==> src/rtl/fpu_ss_compressor.sv <==
// Compresses RV32F FLW/FSW into C.FLW/C.FLWSP/C.FSW/C.FSWSP and buffers the result in a small FIFO.
// Optional popped-entry statistics counters are enabled with `define FPU_SS_COMPRESSOR_STATS_EN.
module fpu_ss_compressor #(
  parameter int DEPTH = 2,
  parameter bit SP_EN = 1'b1
) (
  input  logic                         clk_i,
  input  logic                         rst_i,
  input  logic                         flush_i,
  input  logic                         in_valid_i,
  output logic                         in_ready_o,
  input  logic [31:0]                  in_instr_i,
  output logic                         out_valid_o,
  input  logic                         out_ready_i,
  output logic [31:0]                  out_instr_o,
  output logic                         out_compressed_o,
`ifdef FPU_SS_COMPRESSOR_STATS_EN
  output logic [31:0]                  stat_total_o,
  output logic [31:0]                  stat_comp_o,
`endif
  output logic [$clog2(DEPTH+1)-1:0]   level_o
);

  localparam int PW = (DEPTH > 1) ? $clog2(DEPTH) : 1;
  localparam int LW = $clog2(DEPTH + 1);

  // Handshake: a transfer happens on a side only in a cycle where its valid and ready are both 1;
  // in_ready_o depends on registered occupancy only, and a flush cycle suppresses both transfers.

  logic [6:0]  opc;
  logic [2:0]  f3;
  logic [4:0]  rd, rs1, rs2;
  logic        is_flw, is_fsw;
  logic [11:0] imm;
  logic        imm_ok_c, imm_ok_sp, sp_base;
  logic        rd_c, rs1_c, rs2_c;
  logic [15:0] c16;
  logic        enc_comp;
  logic [32:0] enc_entry;

  assign opc    = in_instr_i[6:0];
  assign f3     = in_instr_i[14:12];
  assign rd     = in_instr_i[11:7];
  assign rs1    = in_instr_i[19:15];
  assign rs2    = in_instr_i[24:20];
  assign is_flw = (opc == 7'b0000111) && (f3 == 3'b010);
  assign is_fsw = (opc == 7'b0100111) && (f3 == 3'b010);
  assign imm    = is_fsw ? {in_instr_i[31:25], in_instr_i[11:7]} : in_instr_i[31:20];

  assign imm_ok_c  = (imm[1:0] == 2'b00) && (imm[11:7] == 5'd0);
  assign imm_ok_sp = (imm[1:0] == 2'b00) && (imm[11:8] == 4'd0);
  assign sp_base   = SP_EN && (rs1 == 5'd2);
  assign rd_c      = (rd[4:3] == 2'b01);
  assign rs1_c     = (rs1[4:3] == 2'b01);
  assign rs2_c     = (rs2[4:3] == 2'b01);

  always_comb begin
    c16      = 16'h0000;
    enc_comp = 1'b0;
    if (is_flw) begin
      if (rd_c && rs1_c && imm_ok_c) begin
        c16      = {3'b011, imm[5:3], rs1[2:0], imm[2], imm[6], rd[2:0], 2'b00};
        enc_comp = 1'b1;
      end else if (sp_base && imm_ok_sp) begin
        c16      = {3'b011, imm[5], rd, imm[4:2], imm[7:6], 2'b10};
        enc_comp = 1'b1;
      end
    end else if (is_fsw) begin
      if (rs2_c && rs1_c && imm_ok_c) begin
        c16      = {3'b111, imm[5:3], rs1[2:0], imm[2], imm[6], rs2[2:0], 2'b00};
        enc_comp = 1'b1;
      end else if (sp_base && imm_ok_sp) begin
        c16      = {3'b111, imm[5:2], imm[7:6], rs2, 2'b10};
        enc_comp = 1'b1;
      end
    end
  end

  assign enc_entry = enc_comp ? {1'b1, 16'h0000, c16} : {1'b0, in_instr_i};

  logic [32:0]   mem_q [DEPTH];
  logic [PW-1:0] wr_ptr_q, wr_ptr_d, rd_ptr_q, rd_ptr_d;
  logic [LW-1:0] count_q, count_d;
  logic          full, push, pop;

  assign full        = (count_q == LW'(DEPTH));
  assign in_ready_o  = !full;
  assign out_valid_o = (count_q != '0);
  assign push        = in_valid_i && in_ready_o && !flush_i;
  assign pop         = out_valid_o && out_ready_i && !flush_i;
  assign level_o     = count_q;

  // Outputs read as zero whenever nothing valid sits at the head.
  assign out_instr_o      = out_valid_o ? mem_q[rd_ptr_q][31:0] : 32'h0;
  assign out_compressed_o = out_valid_o && mem_q[rd_ptr_q][32];

  always_comb begin
    wr_ptr_d = wr_ptr_q;
    rd_ptr_d = rd_ptr_q;
    count_d  = count_q;
    if (flush_i) begin
      wr_ptr_d = '0;
      rd_ptr_d = '0;
      count_d  = '0;
    end else begin
      if (push) wr_ptr_d = (wr_ptr_q == PW'(DEPTH - 1)) ? '0 : wr_ptr_q + 1'b1;
      if (pop)  rd_ptr_d = (rd_ptr_q == PW'(DEPTH - 1)) ? '0 : rd_ptr_q + 1'b1;
      if (push && !pop)      count_d = count_q + 1'b1;
      else if (pop && !push) count_d = count_q - 1'b1;
    end
  end

  always_ff @(posedge clk_i or posedge rst_i) begin
    if (rst_i) begin
      wr_ptr_q <= '0;
      rd_ptr_q <= '0;
      count_q  <= '0;
    end else begin
      wr_ptr_q <= wr_ptr_d;
      rd_ptr_q <= rd_ptr_d;
      count_q  <= count_d;
    end
  end

  // Storage needs no reset: the occupancy count gates every read.
  always_ff @(posedge clk_i) begin
    if (push) mem_q[wr_ptr_q] <= enc_entry;
  end

`ifdef FPU_SS_COMPRESSOR_STATS_EN
  logic [31:0] stat_total_q, stat_comp_q;

  always_ff @(posedge clk_i or posedge rst_i) begin
    if (rst_i) begin
      stat_total_q <= '0;
      stat_comp_q  <= '0;
    end else if (pop) begin
      if (stat_total_q != 32'hFFFF_FFFF) stat_total_q <= stat_total_q + 1'b1;
      if (out_compressed_o && (stat_comp_q != 32'hFFFF_FFFF)) stat_comp_q <= stat_comp_q + 1'b1;
    end
  end

  assign stat_total_o = stat_total_q;
  assign stat_comp_o  = stat_comp_q;
`endif

endmodule

==> config.mk <==
export PLATFORM = sky130hd
export DESIGN_NAME = fpu_ss_compressor
export DESIGN_NICKNAME = d
export VERILOG_FILES = /design/src/rtl/fpu_ss_compressor.sv
export SDC_FILE = /design/constraint.sdc
export NUM_CORES = 1
export LEC_CHECK = 0
export BUFFER_PORTS_ARGS = -buffer_cell sky130_fd_sc_hd__clkbuf_2
export CAP_MARGIN = 10
export CORE_UTILIZATION = 58
export DETAILED_ROUTE_END_ITERATION = 10
export PLACE_DENSITY_LB_ADDON = 0.25
export SLEW_MARGIN = 20
export SYNTH_ARGS = -nofsm -noshare
export SYNTH_HDL_FRONTEND = slang
export SYNTH_SLANG_ARGS = --single-unit
==> constraint.sdc <==
create_clock -name clk_i -period 6.65 [get_ports clk_i]
set_input_delay 0.3325 -clock clk_i [delete_from_list [all_inputs] [get_ports clk_i]]
set_output_delay 0.3325 -clock clk_i [all_outputs]
set_load 0.05 [all_outputs]
==> results of run 1 <==
## per-layer routing
| layer | GRT usage | wire [µm] |
|---|---|---|
| met1 | 0.3176 | 2854 |
| met2 | 0.3904 | 3376 |
| met3 | 0.06860 | 429 |
| met4 | 0.1019 | 140 |
| met5 | 0 | 0 |
## kinds of logic (layout without fill, tap and decap cells)
group,Yosys count,count (layout),share of synthesized area
AND/OR/NAND/NOR,98,98,0.1659
flip-flops,70,70,0.6177
multiplexers,37,37,0.1102
AO/OA/AOI/OAI,30,30,0.07016
buffers and inverters,23,101,0.03081
XOR/XNOR,2,2,0.005198
## final cells by class
type / count / area share
Tap cell: 72 / 0.02239
Inverter: 8 / 0.008085
Timing Repair Buffer: 77 / 0.09888
Sequential cell: 70 / 0.5177
Clock inverter: 7 / 0.02456
Clock buffer: 9 / 0.03078
Multi-Input combinational cell: 167 / 0.2976
## per-stage QoR
step	hold WS [ns]	power [µW]	worst slack (ns)	instance area (µm²)	cells
3_5_place_dp	0.1993	698.0	4.087	3791	393
5_1_grt	0.1993	1092	4.078	4024	410
6_report	0.2085	1060	4.220	4024	410
2_1_floorplan	0.09858	648.7	2.281	3371	260
4_1_cts	0.1996	1067	4.182	4024	410
3_3_place_gp	0.1975	696.0	4.100	3791	393
## worst paths after layout
| kind | from | end | cells past startpoint |
|---|---|---|---|
| setup / recovery | level_o[0] | out_valid_o | 4 |
| hold / removal | in_instr_i[13] | mem_q[0][13] | 1 |
| setup reg to reg | level_o[0] | rd_ptr_q | 6 |
| hold reg to reg | wr_ptr_q | wr_ptr_q | 2 |
| max in group asynchronous | rst_i | rd_ptr_q | 3 |
| min in group asynchronous | rst_i | rd_ptr_q | 3 |
## power breakdown
part / internal, µW / leakage [µW] / total (µW) / switching [µW]
Combinational: 49.7 / 0.000782 / 170 / 121
Sequential: 503 / 0.000659 / 518 / 15.1
Clock: 212 / 0.000109 / 371 / 159
## flip-flops by register name, indices dropped and copies added (netlist names)
name	count
mem_q	66
rd_ptr_q	1
level_o	2
wr_ptr_q	1
## worst max-delay path: stages, from the launching register on
cell and delay [ns]:
dfrtp_1 0.45, nor2_2 0.63, buf_4 0.35, inv_1 0.09, clkbuf_2 0.24
## placed cells by master, fill, tap and decap left out, types with 2 or more instances in the layout
cell,n
a21o_1,2
a21oi_1,4
a31oi_1,3
a32oi_1,2
and2_1,11
buf_4,3
bufinv_16,2
clkbuf_2,73
clkbuf_8,9
clkinv_4,3
dfrtp_1,3
edfxtp_1,66
inv_1,7
mux2i_1,36
nand2_1,8
nand2b_1,3
nand3_1,3
nand4_1,3
nand4b_1,2
nor2_1,44
nor2_2,2
nor3_2,2
nor3b_1,2
nor4_1,3
nor4_4,2
o21a_1,3
o21ai_0,7
xor2_1,2
==> metrics, run 1 <==
Req. time, crit path 6.32 ns; Rows 27; per-cell routed wire length 16.59 µm; GRT Util Overall 0.2452; synth top area cells edfxtp_1, mux2i_1, nor2_1; Slew Viols, Final 0; WS Path Type reg -> out; pwr/cell area between 200 and 300 nW/µm²; GPL Wtd Cong 0.9464; top cell type's share of synthesized area 0.5880; RSZ-0062 raised after global routing false; initial antenna violation count 0; first-pass detailed-route iteration total 4; Top FF cell, synth edfxtp_1; # IOs 74; final setup TNS 0 ns; hpwl dp roughly 4700 µm; Worst VDD drop 0.1674 mV; clock sink count 70; # resized after CTS 0; Clock Tree Root clkbuf_8; CTS Buf Count 9; count leader, synth edfxtp_1; worst path arrival time 2.10 ns; asr flop ratio synth 0.05714; cell count after synthesis 260; synthesized flop and latch total 70; Layout area overhead 19.38%; antenna-violating nets left 0; Core Area 5540 µm²; status completed; Fillers between 400 and 500; Mapped Nets between 200 and 300; Avg Inst Size Synth 12.96 µm²; Setup-failing EPs final 0; CP Capture Type primary output; share of cells above drive strength 1 0.3343; chip width 78.24 µm; drt via density 5.602; DR iter-0 viols around 130; Detailed Route WL 6801 µm; Layout Utilization 0.7263; DRC Markers 0; startpoint types register; ant diodes 0; Seq/Total Area, Yosys 0.6177; Initial Util 0.6084; CP max FO 19; Post-CTS Setup Repair Bufs 0; Slew @ Worst Pin 1.016 ns; Final #Nets 370; Clk pin slew, worst setup/hold paths 0.07 ns; Max-slew headroom 0.3226; YS warnings 0; sequential cell area around 2100 µm²; Skew-Pair Late Insertion Delay 0.34 ns; die height 78.24 µm; Die ar. 6121 µm²; fin crit period 2.430 ns; first-pass GRT wire length 10960 µm; largest net degree at the start of global routing 35; synth unique cells 51; Post-Syn Area ~3400 µm²; HP Class in -> reg; CTS tree done; # hold bufs at CTS 1; final cycle utilization of the critical path 0.3653; max-cap violations 0; total global routing overflow 0; Static Leak 0.001550 µW; r2r setup slk 4.73 ns; number of global-route vias before repair around 2.2k; final clock skew 0.006335 ns; Hold Vio Cnt, Final 0; CTS H-tree lvls 3; Clock Tree Buf Depth 2; total number of vias 2297; area of the multi-input gates 1197 µm²; Yosys top cell by area edfxtp_1; fmax 0.4116 GHz; Port Buffers 73; Post-synth EDFFs 66; Synth top cells by count edfxtp_1, nor2_1, mux2i_1, clkbuf_1, and2_1
(Power assumes the default switching activity.)
==> run 2, diff against run 1 <==
- CORE_UTILIZATION: 58 -> 54
- clock period: 6.65 -> 2.5 ns (I/O delays scaled with it)
==> run 2 against run 1 <==
  * Design area is 2.2% higher
  * Cell count is 3.2% higher
  * Utilization is 3.6 points lower
  * Critical path depth is 4 higher
  * First-iteration DRC count is 17% lower
  * Non-clock buffer count is 10 higher
  * Global-route usage is 0.58 points lower
  * Via count is 3.1% higher
  * Critical path type is now in -> reg
  * Critical endpoint is now mem_q[0][5]
  * Largest cell class unchanged
==> metrics, run 2 (synthesized netlist as in run 1, its figures left out) <==
Req. time, crit path 2.59 ns (was 6.32 ns); pwr/cell area 663.1 nW/µm² (was 263.3 nW/µm²); DRC Markers 0 (unchanged); Core Area 5956 µm² (was 5540 µm²); HP Class in -> reg (unchanged); Sw Ratio 0.2903 (was 0.2785); sequential cell area 2085 µm² (was 2083 µm²); Clock Tree Buf Depth 2 (unchanged); crit path max-delay cell type a211oi_4 (was nor2_2); total number of vias 2369 (was 2297); Max-slew headroom 0.5572 (was 0.3226); ant diodes 0 (unchanged); # IOs 74 (unchanged); number of global-route vias before repair 2286 (was 2205); initial antenna violation count 0 (unchanged); largest net degree at the start of global routing 34 (was 35); fin crit period ~2.4 ns; Setup-failing EPs final 0 (unchanged); per-cell routed wire length 17.47 µm (was 16.59 µm); post-route total power 2727 µW (was 1060 µW); family with the most delay on the worst path compound AO/OA/AOI/OAI gates (was buffers and inverters); fmax between 0.4 and 0.5 GHz; CTS H-tree lvls 3 (unchanged); most frequent cells in the layout clkbuf_2, edfxtp_1, nor2_1 (unchanged); first-pass detailed-route iteration total 4 (unchanged); Post-CTS Setup Repair Bufs 0 (unchanged); worst path arrival time 2.46 ns (was 2.10 ns); WS Path Type in -> reg (was reg -> out); Cell Int Power 1935 µW (was 764.4 µW); area of the multi-input gates 1217 µm² (was 1197 µm²); CTS tree done (unchanged); final clock skew 0.009136 ns (was 0.006335 ns); clock power share 0.320 (was 0.351); final cycle utilization of the critical path 0.9470; Final #Nets 380 (was 370); max-cap violations 0 (unchanged); CP Capture Type register (was primary output); P_sw 791.7 µW (was 295.1 µW); Slew Viols, Final 0 (unchanged); most common cell after layout, fill and taps aside clkbuf_2 (unchanged); chip width 81.01 µm (was 78.24 µm); CTS Buf Count 9 (unchanged); slowest stage delay, CP 0.60 ns (was 0.63 ns); total global routing overflow 0 (unchanged); max reg flops 66 (unchanged); first-pass GRT wire length 11130 µm (was 10960 µm); Cell Chain, Critical Path dlygate4sd3_1 > clkbuf_2 > and4bb_4 > and4_2 > nor3_4 > a211oi_4 > inv_4 > o21a_1 (was nor2_2 > buf_4 > inv_1 > clkbuf_2); Fillers 443 (was 401); drt via density 5.600 (was 5.602); DR iter-0 viols 104 (was 126); Clock Tree Root clkbuf_8 (unchanged); Layout area overhead 22.01% (was 19.38%); Die ar. 6562 µm² (was 6121 µm²); status completed (unchanged); Slew @ Worst Pin 0.6621 ns (was 1.016 ns); die height 81.01 µm (was 78.24 µm); RSZ-0062 raised after global routing false (unchanged); Skew-Pair Late Insertion Delay 0.34 ns (about the same); clock sink count 70 (unchanged); CP max FO 16 (was 19); Detailed Route WL 7390 µm (was 6801 µm); Worst VDD drop 0.4432 mV (was 0.1674 mV); final setup TNS 0 ns (unchanged); Flop pwr share 0.501 (was 0.489); Static Leak 0.001585 µW (was 0.001550 µW); GPL Wtd Cong 0.8865 (was 0.9464); share of cells above drive strength 1 0.3420 (was 0.3343); hpwl dp 5221 µm (was 4698 µm); Clk pin slew, worst setup/hold paths 0.08 ns (was 0.07 ns); GRT Util Overall 0.2394 (was 0.2452); Rows 28 (was 27); Hold Vio Cnt, Final 0 (unchanged); Port Buffers 73 (unchanged); Largest Register mem_q (unchanged); antenna-violating nets left 0 (unchanged); Initial Util 0.5660 (was 0.6084); CP bufs+invs 3 (unchanged); Comb pwr share 0.178 (was 0.161); Min Hold Slack 0.02289 ns (was 0.2085 ns); # resized after CTS 0 (unchanged); startpoint types input port (was register)
-- run 2: cell types whose count changed in the layout (fill, tap and decap cells not counted), sizes merged --
cell,previous run,this run
buf,3,9
dlygate4sd3,1,5
clkinv,4,3
clkinvlp,1,3
bufinv,2,1
-- run 2: layout make-up --
| cell class | instances | area share |
|---|---|---|
| multi-input cells | 167 | 0.2960 |
| repair buffers | 87 | 0.1205 |
| clock inverters | 7 | 0.01582 |
| well taps | 75 | 0.02282 |
| clock buffers | 9 | 0.03012 |
| inverters | 8 | 0.007910 |
| flip-flops and latches | 70 | 0.5068 |
-- run 2: final timing paths --
kind                                startpoint            to  slack [ns]  cells past startpoint
worst max-delay path            in_instr_i[13]   mem_q[0][5]        0.13                      8
worst min-delay path            in_instr_i[31]  mem_q[1][31]        0.02                      1
worst max register to register      level_o[1]  mem_q[0][18]        0.81                      4
worst min register to register        wr_ptr_q      wr_ptr_q        0.63                      2
max in group asynchronous                rst_i      rd_ptr_q        2.14                      3
min in group asynchronous                rst_i    level_o[1]        0.19                      3
-- run 2: power groups by stage --
stage | registers [µW] | clock network (µW) | logic, µW
after detailed placement | 1390 | 0 | 482
after global placement | 1390 | 0 | 477
after floorplan | 1380 | 0 | 346
after global routing | 1370 | 934 | 518
after CTS | 1370 | 886 | 488
final | 1370 | 874 | 486
-- run 2: through the flow --
step / setup slack [ns] / std cells / utilization / cell area (µm²)
2_1_floorplan: 0.06185 / 260 / - / 3402
3_3_place_gp: 0.2450 / 402 / 0.6504 / 3874
3_5_place_dp: 0.2151 / 402 / 0.6504 / 3874
4_1_cts: 0.1477 / 422 / 0.6889 / 4103
5_1_grt: 0.01491 / 423 / 0.6905 / 4113
6_report: 0.1325 / 423 / 0.6905 / 4113
-- run 2: timing repair --
action                                 in CTS  in global routing
hold buffers                                4                  1
endpoints found under the hold margin      10                  2
setup endpoints to repair                   0                  0
-- run 2: layer usage --
metal / GRT usage / share of wire / vias up
met2: 0.3899 / 0.49 / 88
met5: 0 / 0 / -
met4: 0.09286 / 0.0077 / 0
li1: - / - / 1128
met1: 0.3115 / 0.44 / 1147
met3: 0.05506 / 0.060 / 6
==> run 3, diff against run 2 <==
- ABC_AREA: default -> 1
- CORE_UTILIZATION: 54 -> 55
==> run 3 against run 2 <==
  * Area after synthesis is 5.0% higher
  * Via count is 20% higher
  * Global-route usage is 2.1 points higher
  * Non-clock buffer count is 1 lower
  * Clock skew is 0.0012 ns lower
  * Sequential cell count stayed put
==> metrics, run 3 <==
status completed (unchanged); worst path arrival time 2.18 ns (was 2.46 ns); Avg Inst Size Synth 9.436 µm² (was 12.96 µm²); Post-CTS Setup Repair Bufs 0 (unchanged); synth top area cells edfxtp_1, nand2_1, a21oi_1 (was edfxtp_1, mux2i_1, nor2_1); Cell Chain, Critical Path clkinv_1 > nand2_1 > a21oi_1 > clkbuf_2 (was dlygate4sd3_1 > clkbuf_2 > and4bb_4 > and4_2 > nor3_4 > a211oi_4 > inv_4 > o21a_1); Final #Nets 492 (was 380); hpwl dp 5805 µm (was 5221 µm); total global routing overflow 0 (unchanged); final clock skew 0.007949 ns (was 0.009136 ns); DRC Markers 0 (unchanged); Worst R2R End rd_ptr_q (was mem_q[0][18]); Setup WS pre-CTS 0.5627 ns (was 0.2151 ns); Port Buffers 73 (unchanged); clock sink count 70 (unchanged); Mapped Nets 412 (was 297); Rows 28 (unchanged); CTS H-tree lvls 3 (unchanged); Clk pin slew, worst setup/hold paths 0.08 ns (about the same); cell count after synthesis 375 (was 260); top cell type's share of synthesized area 0.5601 (was 0.5880); share of cells above drive strength 1 0.2870 (was 0.3420); ant diodes 0 (unchanged); Max-slew headroom 0.3072 (was 0.5572); area post-placement 3978 µm² (was 3874 µm²); synth unique cells 28 (was 51); Worst VDD drop 0.5581 mV (was 0.4432 mV); count leader, synth nand2_1 (was edfxtp_1); Initial Util 0.5838 (was 0.5660); r2r setup slk 0.72 ns (was 0.81 ns); Slew Viols, Final 0 (unchanged); GPL Wtd Cong 0.9135 (was 0.8865); largest net degree at the start of global routing 35 (was 34); Post-Syn Area 3538 µm² (was 3371 µm²); max-cap violations 0 (unchanged); CP Capture Type primary output (was register); asr flop ratio synth 0.05714 (unchanged); fin crit period 2.302 ns (was 2.368 ns); drt via density 5.314 (was 5.600); chip width 82.21 µm (was 81.01 µm); per-cell routed wire length 15.38 µm (was 17.47 µm); worst r2r src rd_ptr_q (was level_o[1]); worst min-delay path endpoint mem_q[0][19] (was mem_q[1][31]); Die ar. 6758 µm² (was 6562 µm²); die height 82.21 µm (was 81.01 µm); Static Leak 0.001911 µW (was 0.001585 µW); HP Class in -> reg (unchanged); Detailed Route WL 8226 µm (was 7390 µm); first-pass GRT wire length 12460 µm (was 11130 µm); CP max FO 34 (was 16); CTS tree done (unchanged); initial antenna violation count 0 (unchanged); Min Hold Slack 0.02740 ns (was 0.02289 ns); WHS Path Cells 1 (unchanged); Clock Tree Buf Depth 2 (unchanged); Req. time, crit path 2.38 ns (was 2.59 ns); fin cells 535 (was 423); Clock Tree Root clkbuf_8 (unchanged); WS Path Type reg -> out (was in -> reg); GRT Util Overall 0.2607 (was 0.2394); R2R depth 3 (was 4); Slew @ Worst Pin 1.033 ns (was 0.6621 ns); DR iter-0 viols 210 (was 104); Hold Vio Cnt, Final 0 (unchanged); fmax 0.4344 GHz (was 0.4224 GHz); Largest Register mem_q (unchanged); Top FF cell, synth edfxtp_1 (unchanged); Post-synth EDFFs 66 (unchanged); # IOs 74 (unchanged); hold path start in_instr_i[19] (was in_instr_i[31]); Setup-failing EPs final 0 (unchanged); final cycle utilization of the critical path 0.9208 (was 0.9470); Layout area overhead 20.65% (was 22.01%); Yosys top cell by area edfxtp_1 (unchanged); Skew-Pair Late Insertion Delay 0.34 ns (about the same); DP Cell Count 513 (was 402); YS warnings 0 (unchanged); antenna-violating nets left 0 (unchanged); first-pass detailed-route iteration total 4 (unchanged); most frequent cells in the layout nand2_1, clkbuf_2, edfxtp_1 (was clkbuf_2, edfxtp_1, nor2_1); CTS Buf Count 9 (unchanged); Core Area 6061 µm² (was 5956 µm²); Fillers 460 (was 443); number of global-route vias before repair 2585 (was 2286); Final WS setup 0.1981 ns (was 0.1325 ns); crit path max-delay cell type clkinv_1 (was a211oi_4); synthesized flop and latch total 70 (unchanged); startpoint types register (was input port); crit path launch rd_ptr_q (was in_instr_i[13]); Seq/Total Area, Yosys 0.5884 (was 0.6177); pwr/cell area 736.8 nW/µm² (was 663.1 nW/µm²); total number of vias 2843 (was 2369); slowest stage delay, CP 0.81 ns (was 0.60 ns); max reg flops 66 (unchanged); Synth top cells by count nand2_1, edfxtp_1, a21oi_1, inv_1, nand3_1 (was edfxtp_1, nor2_1, mux2i_1, clkbuf_1, and2_1); Final Instance Area 4269 µm² (was 4113 µm²); most common cell after layout, fill and taps aside nand2_1 (was clkbuf_2); RSZ-0062 raised after global routing false (unchanged)
run 3: cell count changes after synthesis, sizes merged, moves of 4 or more:
cell | previous run | this run
clkbuf | 12 | 16
nand2 | 9 | 128
nand3 | 3 | 24
inv | 8 | 34
o21ai | 7 | 11
mux2i | 36 | 0
a21oi | 4 | 41
and2 | 12 | 0
nor2 | 46 | 36
nor4 | 5 | 0
run 3: timing repair:
action | 4_1_cts | 5_1_grt
endpoints found under the hold margin | 13 | 0
endpoints found under the setup margin | 0 | 0
gates resized for setup | 0 | 0
hold buffers | 6 | 0
run 3: kinds of logic (layout without fill, tap and decap cells):
family	Yosys count	after routing	synth area share
and+or+nand+nor	199	199	0.2737
DFF	70	70	0.5884
AOI/OAI and AO/OA	53	53	0.07567
buffers and inverters	52	137	0.05976
xor gates and xnor gates	1	1	0.002476
run 3: worst max path at each step:
| stage | to | cells after the start | slack (ns) |
|---|---|---|---|
| 5_1_grt | out_instr_o[20] | 4 | 0.05 |
| 3_3_place_gp | mem_q[0][15] | 13 | 0.58 |
| 2_1_floorplan | mem_q[0][0] | 6 | -0.26 |
| 3_5_place_dp | mem_q[0][15] | 13 | 0.56 |
| 6_report | out_instr_o[20] | 4 | 0.20 |
| 4_1_cts | out_instr_o[20] | 4 | 0.22 |
run 3: through the flow:
stage | total power (µW) | setup TNS (ns) | utilization
after global placement | 2109 | 0 | 0.6563
after detailed placement | 2117 | 0 | 0.6563
final | 3146 | 0 | 0.7044
after CTS | 3156 | 0 | 0.7044
after floorplan | 1919 | -16.97 | -
after global routing | 3250 | 0 | 0.7044
run 3: where the power goes:
part | internal (µW) | switching (µW)
clock | 596 | 450
combinational | 164 | 581
sequential | 1340 | 17.4
total | 2100 | 1050
run 3: worst max-delay path, delay by kind of cell, from the launching register on:
family / cells / cell delay (ns)
simple gates: 1 / 0.29
flops: 1 / 0.36
buf+inv: 2 / 1.06
compound gates: 1 / 0.11
run 3: final cells by class:
type,count,area [µm²],area share
Multi-Input combinational cell,253,1252,0.2934
Inverter,35,131.4,0.03077
Sequential cell,70,2082,0.4877
Timing Repair Buffer,86,478.0,0.1120
Tap cell,75,93.84,0.02198
Clock inverter,6,93.84,0.02198
Clock buffer,10,137.6,0.03224
run 3: layer usage:
layer,GRT usage,vias up,part of all wire
met4,0.1105,0,0.019
met1,0.3463,1315,0.45
li1,-,1404,-
met3,0.04505,11,0.059
met2,0.4215,113,0.48
met5,0,-,0
